--- config.mk ---
export PLATFORM = sky130hd
export DESIGN_NAME = mem_port_arbiter
export DESIGN_NICKNAME = d
export VERILOG_FILES = /design/src/rtl/mem_port_arbiter.sv
export SDC_FILE = /design/constraint.sdc
export NUM_CORES = 1
export LEC_CHECK = 0
export ABC_AREA = 1
export CAP_MARGIN = 20
export CORE_UTILIZATION = 38
export CTS_CLUSTER_SIZE = 25
export DETAILED_ROUTE_END_ITERATION = 7
export GPL_ROUTABILITY_DRIVEN = 0
export HOLD_SLACK_MARGIN = 0.1
export PLACE_DENSITY = 0.83
export REMOVE_ABC_BUFFERS = 1
export SYNTH_ARGS = -nofsm -noshare
export SYNTH_HDL_FRONTEND = slang
export SYNTH_SLANG_ARGS = --single-unit
--- constraint.sdc ---
create_clock -name clk -period 1.5 [get_ports clk]
set_clock_uncertainty 0.2 [all_clocks]
set_input_delay 0.3 -clock clk [delete_from_list [all_inputs] [get_ports clk]]
set_output_delay 0.3 -clock clk [all_outputs]
set_load 0.005 [all_outputs]
--- src/rtl/mem_port_arbiter.sv ---
// mem_port_arbiter: shares one single-ported memory between IF fetches and MEM-stage loads/stores (ARB_RR_EN = round-robin, else dm wins).
// Latency: ack LAT+2 cycles after the request is sampled in IDLE; one transaction per LAT+3 cycles, one in flight.
// Backpressure: requesters hold req until their one-cycle ack; request inputs are ignored while busy.
module mem_port_arbiter #(
  parameter int AW  = 32,
  parameter int DW  = 32,
  parameter int LAT = 2
) (
  input  logic          clk,
  input  logic          rst,
  input  logic          if_req,
  input  logic [AW-1:0] if_addr,
  output logic [DW-1:0] if_rdata,
  output logic          if_ack,
  input  logic          dm_req,
  input  logic          dm_we,
  input  logic [AW-1:0] dm_addr,
  input  logic [DW-1:0] dm_wdata,
  output logic [DW-1:0] dm_rdata,
  output logic          dm_ack,
  output logic          mem_en,
  output logic          mem_we,
  output logic [AW-1:0] mem_addr,
  output logic [DW-1:0] mem_wdata,
  input  logic [DW-1:0] mem_rdata,
  output logic          busy
);

  typedef enum logic [1:0] {
    ST_IDLE  = 2'd0,
    ST_ISSUE = 2'd1,
    ST_WAIT  = 2'd2,
    ST_ACK   = 2'd3
  } state_t;

  localparam logic [3:0] LAT_CNT = 4'(LAT);

  state_t     state;
  state_t     state_nxt;
  logic       owner_dm;
  logic       we_q;
  logic [3:0] cnt;
  logic       req_any;
  logic       grant_dm;
  logic       prio_dm;

  assign req_any  = if_req | dm_req;
  assign grant_dm = dm_req & (~if_req | prio_dm);

`ifdef ARB_RR_EN
  // On a tie, whoever was not served last goes first; resets as if IF was served last.
  logic last_dm;

  always_ff @(posedge clk) begin
    if (rst) begin
      last_dm <= 1'b0;
    end else if (state == ST_IDLE && req_any) begin
      last_dm <= grant_dm;
    end
  end

  assign prio_dm = ~last_dm;
`else
  // MEM stage holds the older instruction, so it must win to avoid deadlock.
  assign prio_dm = 1'b1;
`endif

  always_ff @(posedge clk) begin
    if (rst) begin
      state <= ST_IDLE;
    end else begin
      state <= state_nxt;
    end
  end

  always_comb begin
    state_nxt = state;
    case (state)
      ST_IDLE:  if (req_any) state_nxt = ST_ISSUE;
      ST_ISSUE: state_nxt = ST_WAIT;
      ST_WAIT:  if (cnt == 4'd1) state_nxt = ST_ACK;
      ST_ACK:   state_nxt = ST_IDLE;
      default:  state_nxt = ST_IDLE;
    endcase
  end

  always_comb begin
    mem_en = (state == ST_ISSUE);
    mem_we = (state == ST_ISSUE) & we_q;
    if_ack = (state == ST_ACK) & ~owner_dm;
    dm_ack = (state == ST_ACK) & owner_dm;
    busy   = (state != ST_IDLE);
  end

  always_ff @(posedge clk) begin
    if (rst) begin
      owner_dm  <= 1'b0;
      we_q      <= 1'b0;
      cnt       <= 4'd0;
      mem_addr  <= '0;
      mem_wdata <= '0;
      if_rdata  <= '0;
      dm_rdata  <= '0;
    end else begin
      case (state)
        ST_IDLE: begin
          if (req_any) begin
            owner_dm  <= grant_dm;
            we_q      <= grant_dm & dm_we;
            mem_addr  <= grant_dm ? dm_addr : if_addr;
            mem_wdata <= grant_dm ? dm_wdata : '0;
          end
        end
        ST_ISSUE: cnt <= LAT_CNT;
        ST_WAIT: begin
          cnt <= cnt - 4'd1;
          // Last wait cycle is exactly when the macro presents read data.
          if (cnt == 4'd1 && !we_q) begin
            if (owner_dm) begin
              dm_rdata <= mem_rdata;
            end else begin
              if_rdata <= mem_rdata;
            end
          end
        end
        default: ;
      endcase
    end
  end

endmodule
== After elaboration in Yosys (flattened, before gate mapping) ==
Cells that the tools add are included.

* Bits in registers: 136
* Input port bits: 133
* Output and inout bits: 133
* Logic and storage cells: 36

* Add/sub/neg operators: 1
* Equal/unequal tests: 6
* Muxes and demuxes: 6
* Bitwise logic cells: 6
* Reductions and logical operators: 9

{| class="wikitable"
|+ Operator list
! kind !! count
|-
| $mux W32 || 2
|-
| $pmux W2 S4 || 1
|-
| $pmux W4 S2 || 1
|-
| $reduce_and A3 Y1 || 2
|-
| $and A1 B1 Y1 || 4
|-
| $eq A2 B2 Y1 const B || 2
|-
| $eq A4 B1 Y1 const B || 1
|-
| $mux W2 || 2
|-
| $ne A2 B2 Y1 const B || 2
|-
| $reduce_and A2 Y1 || 2
|-
| $reduce_bool A2 Y1 || 2
|-
| $sub A4 B1 Y4 const B || 1
|-
| $eq A2 B1 Y1 const B || 1
|-
| $logic_not A2 Y1 || 1
|-
| $logic_and A1 B1 Y1 || 1
|-
| $logic_not A1 Y1 || 1
|-
| $not A1 Y1 || 1
|-
| $or A1 B1 Y1 || 1
|}

== Logic depth before layout (Yosys ltp) ==
* Depth after elaboration: 3
* Mapped depth: 9
* Gate-level depth less buffers: 8

== Worst setup path before layout ==
Ideal clock, no wire load.

* Path type: flip-flop to flip-flop
* From: register state[0]
* To: register if_rdata[21]
* Setup time: 113 ps
* Arrival time: 1,305 ps
* Required time: 1,187 ps
* Slack: -118 ps
* Stages on the path, launching flop included: 9
* Path buffers: 1
* Period minus slack after synthesis: 1,618 ps
* Cells stage by stage: dfxtp_1 > inv_1 > ha_1 > inv_2 > nor2_4 > buf_1 > nand4_1 > nand2_1 > nor2_1

* Cells in the longest elaborated chain, start to end: 2

{| class="wikitable"
|+ RTL lines
! what !! RTL line !! RTL
|-
| start, declared || 38 || <nowiki>state_t state;</nowiki>
|-
| start signal, assigned || 72 || <nowiki>state <= state_nxt;</nowiki>
|-
| $eq A2 B2 Y1 || 105 || <nowiki>case (state)</nowiki>
|-
| $reduce_and A3 Y1 (no line) || - ||
|-
| end signal, assigned || 122 || <nowiki>if_rdata <= mem_rdata;</nowiki>
|-
| end, declared || 13 || <nowiki>output logic [DW-1:0] if_rdata,</nowiki>
|}

No other way between the ends.
A chain may end at the register's enable or synchronous reset.

== Worst setup path after layout ==
* From: register state[0]
* To: register dm_rdata[15]

* Cells in the longest elaborated chain, start to end: 2

{| class="wikitable"
|+ RTL lines
! what !! RTL line !! RTL
|-
| $eq A2 B2 Y1 || 105 ||
|-
| $reduce_and A3 Y1 (no line) || - ||
|-
| end signal, assigned || 120 || <nowiki>dm_rdata <= mem_rdata;</nowiki>
|-
| end, declared || 19 || <nowiki>output logic [DW-1:0] dm_rdata,</nowiki>
|}

No other way between the ends.

==> impl_metrics.env <==
export IMPL_slew_headroom_pct=59.73
export IMPL_cts_sinks=136
export IMPL_drive_above_1_share_pct=44.89
export IMPL_track_usage_pct=28.72
export IMPL_io_buffers=265
export IMPL_coreArea_um2=14750
export IMPL_worstHoldStart="dm_wdata[10]"
export IMPL_setup_worst_path_start="state[0]"
export IMPL_die_y_um=125.8
export IMPL_fin_ws_ns=-0.4256
export IMPL_layout_common_cells="182 x nand2_1, 131 x clkdlybuf4s50_1, 127 x nor2_1"
export IMPL_grt_max_degree=65
export IMPL_tightestPinTransition_ns=0.6041
export IMPL_cts_tree="built"
export IMPL_cts_hold_buf=0
export IMPL_status="finished, violations left"
export IMPL_drt_wirelength_per_cell_um=20.09
export IMPL_p_total_uw=17250
export IMPL_clockBufferDepth=2
export IMPL_first_global_vias=6634
export IMPL_fin_crit_sh_pct=128.4
export IMPL_dr_pass1_iters=5
export IMPL_drv_cap=0
export IMPL_synth_cell_types=21
export IMPL_switchingPower_uw=6346
export IMPL_htreeDepth=4
export IMPL_crit_path_start_kind="register"
export IMPL_instances_no_fill=1369
export IMPL_violations="setup timing"
export IMPL_setup_viol_count_final=140
export IMPL_worstPathArrival_ns=2.06
export IMPL_switching_share_pct=36.79
export IMPL_placed_cells=1271
export IMPL_grt_pass1_wl_um=35270
export IMPL_syn_area_um2=5824
export IMPL_vias_per_cell=5.424
export IMPL_cts_root_buffer_cell="clkbuf_16"
export IMPL_power_density_nw_per_um2=1513
export IMPL_fin_crit_ns=1.926
export IMPL_drc=0
export IMPL_netlist_instances=843
export IMPL_cp_max_fo=8
export IMPL_num_antenna_cells=0
export IMPL_nets=1312
export IMPL_clk_pin_slew_worst_paths_ns=0.07
export IMPL_drt_initial_drc_count=680
export IMPL_setup_tns_ns=-39.56
export IMPL_cts_buffers=17
export IMPL_clockPowerShare_pct=24.8
export IMPL_ys_seq_area_share_pct=46.75
export IMPL_whs_endpoint="mem_wdata[10]"
export IMPL_rsz0062_at_grt="yes"
export IMPL_hold_violations=0
export IMPL_leakagePower_uw=0.005182
export IMPL_vias=7425
export IMPL_p_seq_share_pct=28.4
export IMPL_syn_to_final_growth_pct=95.70
export IMPL_antenna_found_initial=0
export IMPL_die_w_um=125.8
export IMPL_power_internal_uw=10900
export IMPL_grt_ovfl_total=0
export IMPL_finish_utilization_pct=77.26
export IMPL_ir_drop_mv=1.107
export IMPL_fillers=911
export IMPL_ys_warn_count=0
export IMPL_ios=266
export IMPL_rows=44
export IMPL_clkLatencyLatePin_ns=0.42
export IMPL_routed_wl_um=27500
export IMPL_layout_commonest_cell="nand2_1"
export IMPL_ant_nets=0
export IMPL_die_area_um2=15830
export IMPL_criticalPathCategory="reg -> reg"
export IMPL_ff2ff_setup_slack_ns=-0.43
export IMPL_r2r_start="state[0]"
export IMPL_ff2ff_path_depth=10
export IMPL_end_kind="register"
export IMPL_avgSynthCellArea_um2=6.909
export IMPL_r2r_end="dm_rdata[15]"
export IMPL_initial_core_util_pct=39.48
export IMPL_crit_required_ns=1.64
export IMPL_report_final_slew_viol_count=0
export IMPL_fmax_ghz=0.5193
export IMPL_synth_ff_latch_count=136
export IMPL_pwr_share_comb_pct=46.7
export IMPL_hpwlAfterDp_um=12550
export IMPL_min_path_type="in -> reg"
export IMPL_hold_depth=3
==> registers in the layout, indices dropped and copies added, names as in the netlist <==
name / cells
owner_dm: 1
if_rdata: 32
we_q: 1
mem_wdata: 32
cnt: 4
state: 2
dm_rdata: 32
mem_addr: 32
==> timing repair <==
| action | CTS | global route |
|---|---|---|
| gates cloned | 19 | 9 |
| pin swaps | 60 | 72 |
| buffers inserted | 22 | 21 |
| setup endpoints to repair | 268 | 224 |
| gates resized for setup | 489 | 370 |
==> cell families (layout without fill, tap and decap cells) <==
logic type               count (synthesis)  after routing  share of synthesized area (%)
AO/OA/AOI/OAI                           74             74                          6.423
adder cells (fa/ha/maj)                  7              7                          1.504
buffers and inverters                  109            451                          8.614
flip-flops                             136            136                          46.75
AND/OR/NAND/NOR                        517            517                          36.71
==> layout make-up <==
class	instances	area [µm²]	area share (%)
Timing Repair Buffer	369	3875	34.00
Multi-Input combinational cell	598	3625	31.80
Sequential cell	136	2843	24.94
Clock buffer	17	425.4	3.732
Inverter	50	232.7	2.042
Tap cell	184	230.2	2.020
Clock inverter	15	167.7	1.471
==> per-layer routing <==
metal	vias to the layer above	GRT usage [%]	share of wire [%]
met2	517	51.08	51
met3	147	7.859	8.8
met5	-	0	0
met1	3421	31.50	34
li1	3340	-	-
met4	0	14.25	6.9
==> power by group through the flow <==
stage / clock network (µW) / logic [µW] / registers (µW)
finish: 4290 / 8060 / 4900
global placement: 0 / 4470 / 4620
floorplan: 0 / 1690 / 4690
detailed placement: 0 / 4510 / 4650
CTS: 4270 / 6260 / 4650
global route: 4450 / 8400 / 4960
==> worst max-delay path, cell delays in order, from the launching register on <==
cell     delay (ns)
dfxtp_4        0.36
buf_6          0.13
inv_6          0.06
buf_6          0.10
ha_4           0.16
nand2_4        0.09
nor2_4         0.24
buf_12         0.16
buf_16         0.15
nor2_2         0.04
nor2_1         0.15
==> worst max-delay path by stage <==
| stage | to | slack [ns] | cells after the start |
|---|---|---|---|
| 2_1_floorplan | mem_addr[0] | -1.25 | 4 |
| 6_report | dm_rdata[15] | -0.43 | 10 |
| 3_3_place_gp | mem_addr[16] | -0.36 | 7 |
| 5_1_grt | dm_rdata[15] | -0.47 | 10 |
| 4_1_cts | busy | -0.29 | 5 |
| 3_5_place_dp | mem_addr[28] | -0.42 | 6 |
==> synth_stat cells <==
master    instances  area (µm²)
nand4_1          64       400.4
buf_1            10       37.54
o21ai_2           1       8.760
clkbuf_1         13       48.80
buf_2            23       115.1
nor2_4            3       33.78
nand3_2           1       10.01
nor3_1            2       10.01
buf_6             4       45.04
o21ai_0          34       170.2
inv_2             4       15.01
nor2_2            1       6.260
dfxtp_1         136        2723
inv_1            46       172.7
a21oi_1          39       195.2
buf_4             9       67.56
ha_1              7       87.58
nor2_1          203       762.0
nand2_1         241       904.6
and3_1            1       6.260
nand3_1           1       5.000
==> stage by stage <==
stage / setup slack, ns / cell area, µm² / hold WS (ns)
floorplan: -1.255 / 5510 / 0.1691
global placement: -0.3638 / 8841 / 0.2472
detailed placement: -0.4174 / 8841 / 0.2545
CTS: -0.2927 / 10540 / 0.2074
global route: -0.4716 / 11400 / 0.2406
finish: -0.4256 / 11400 / 0.2188
(Power assumes the default switching activity.)
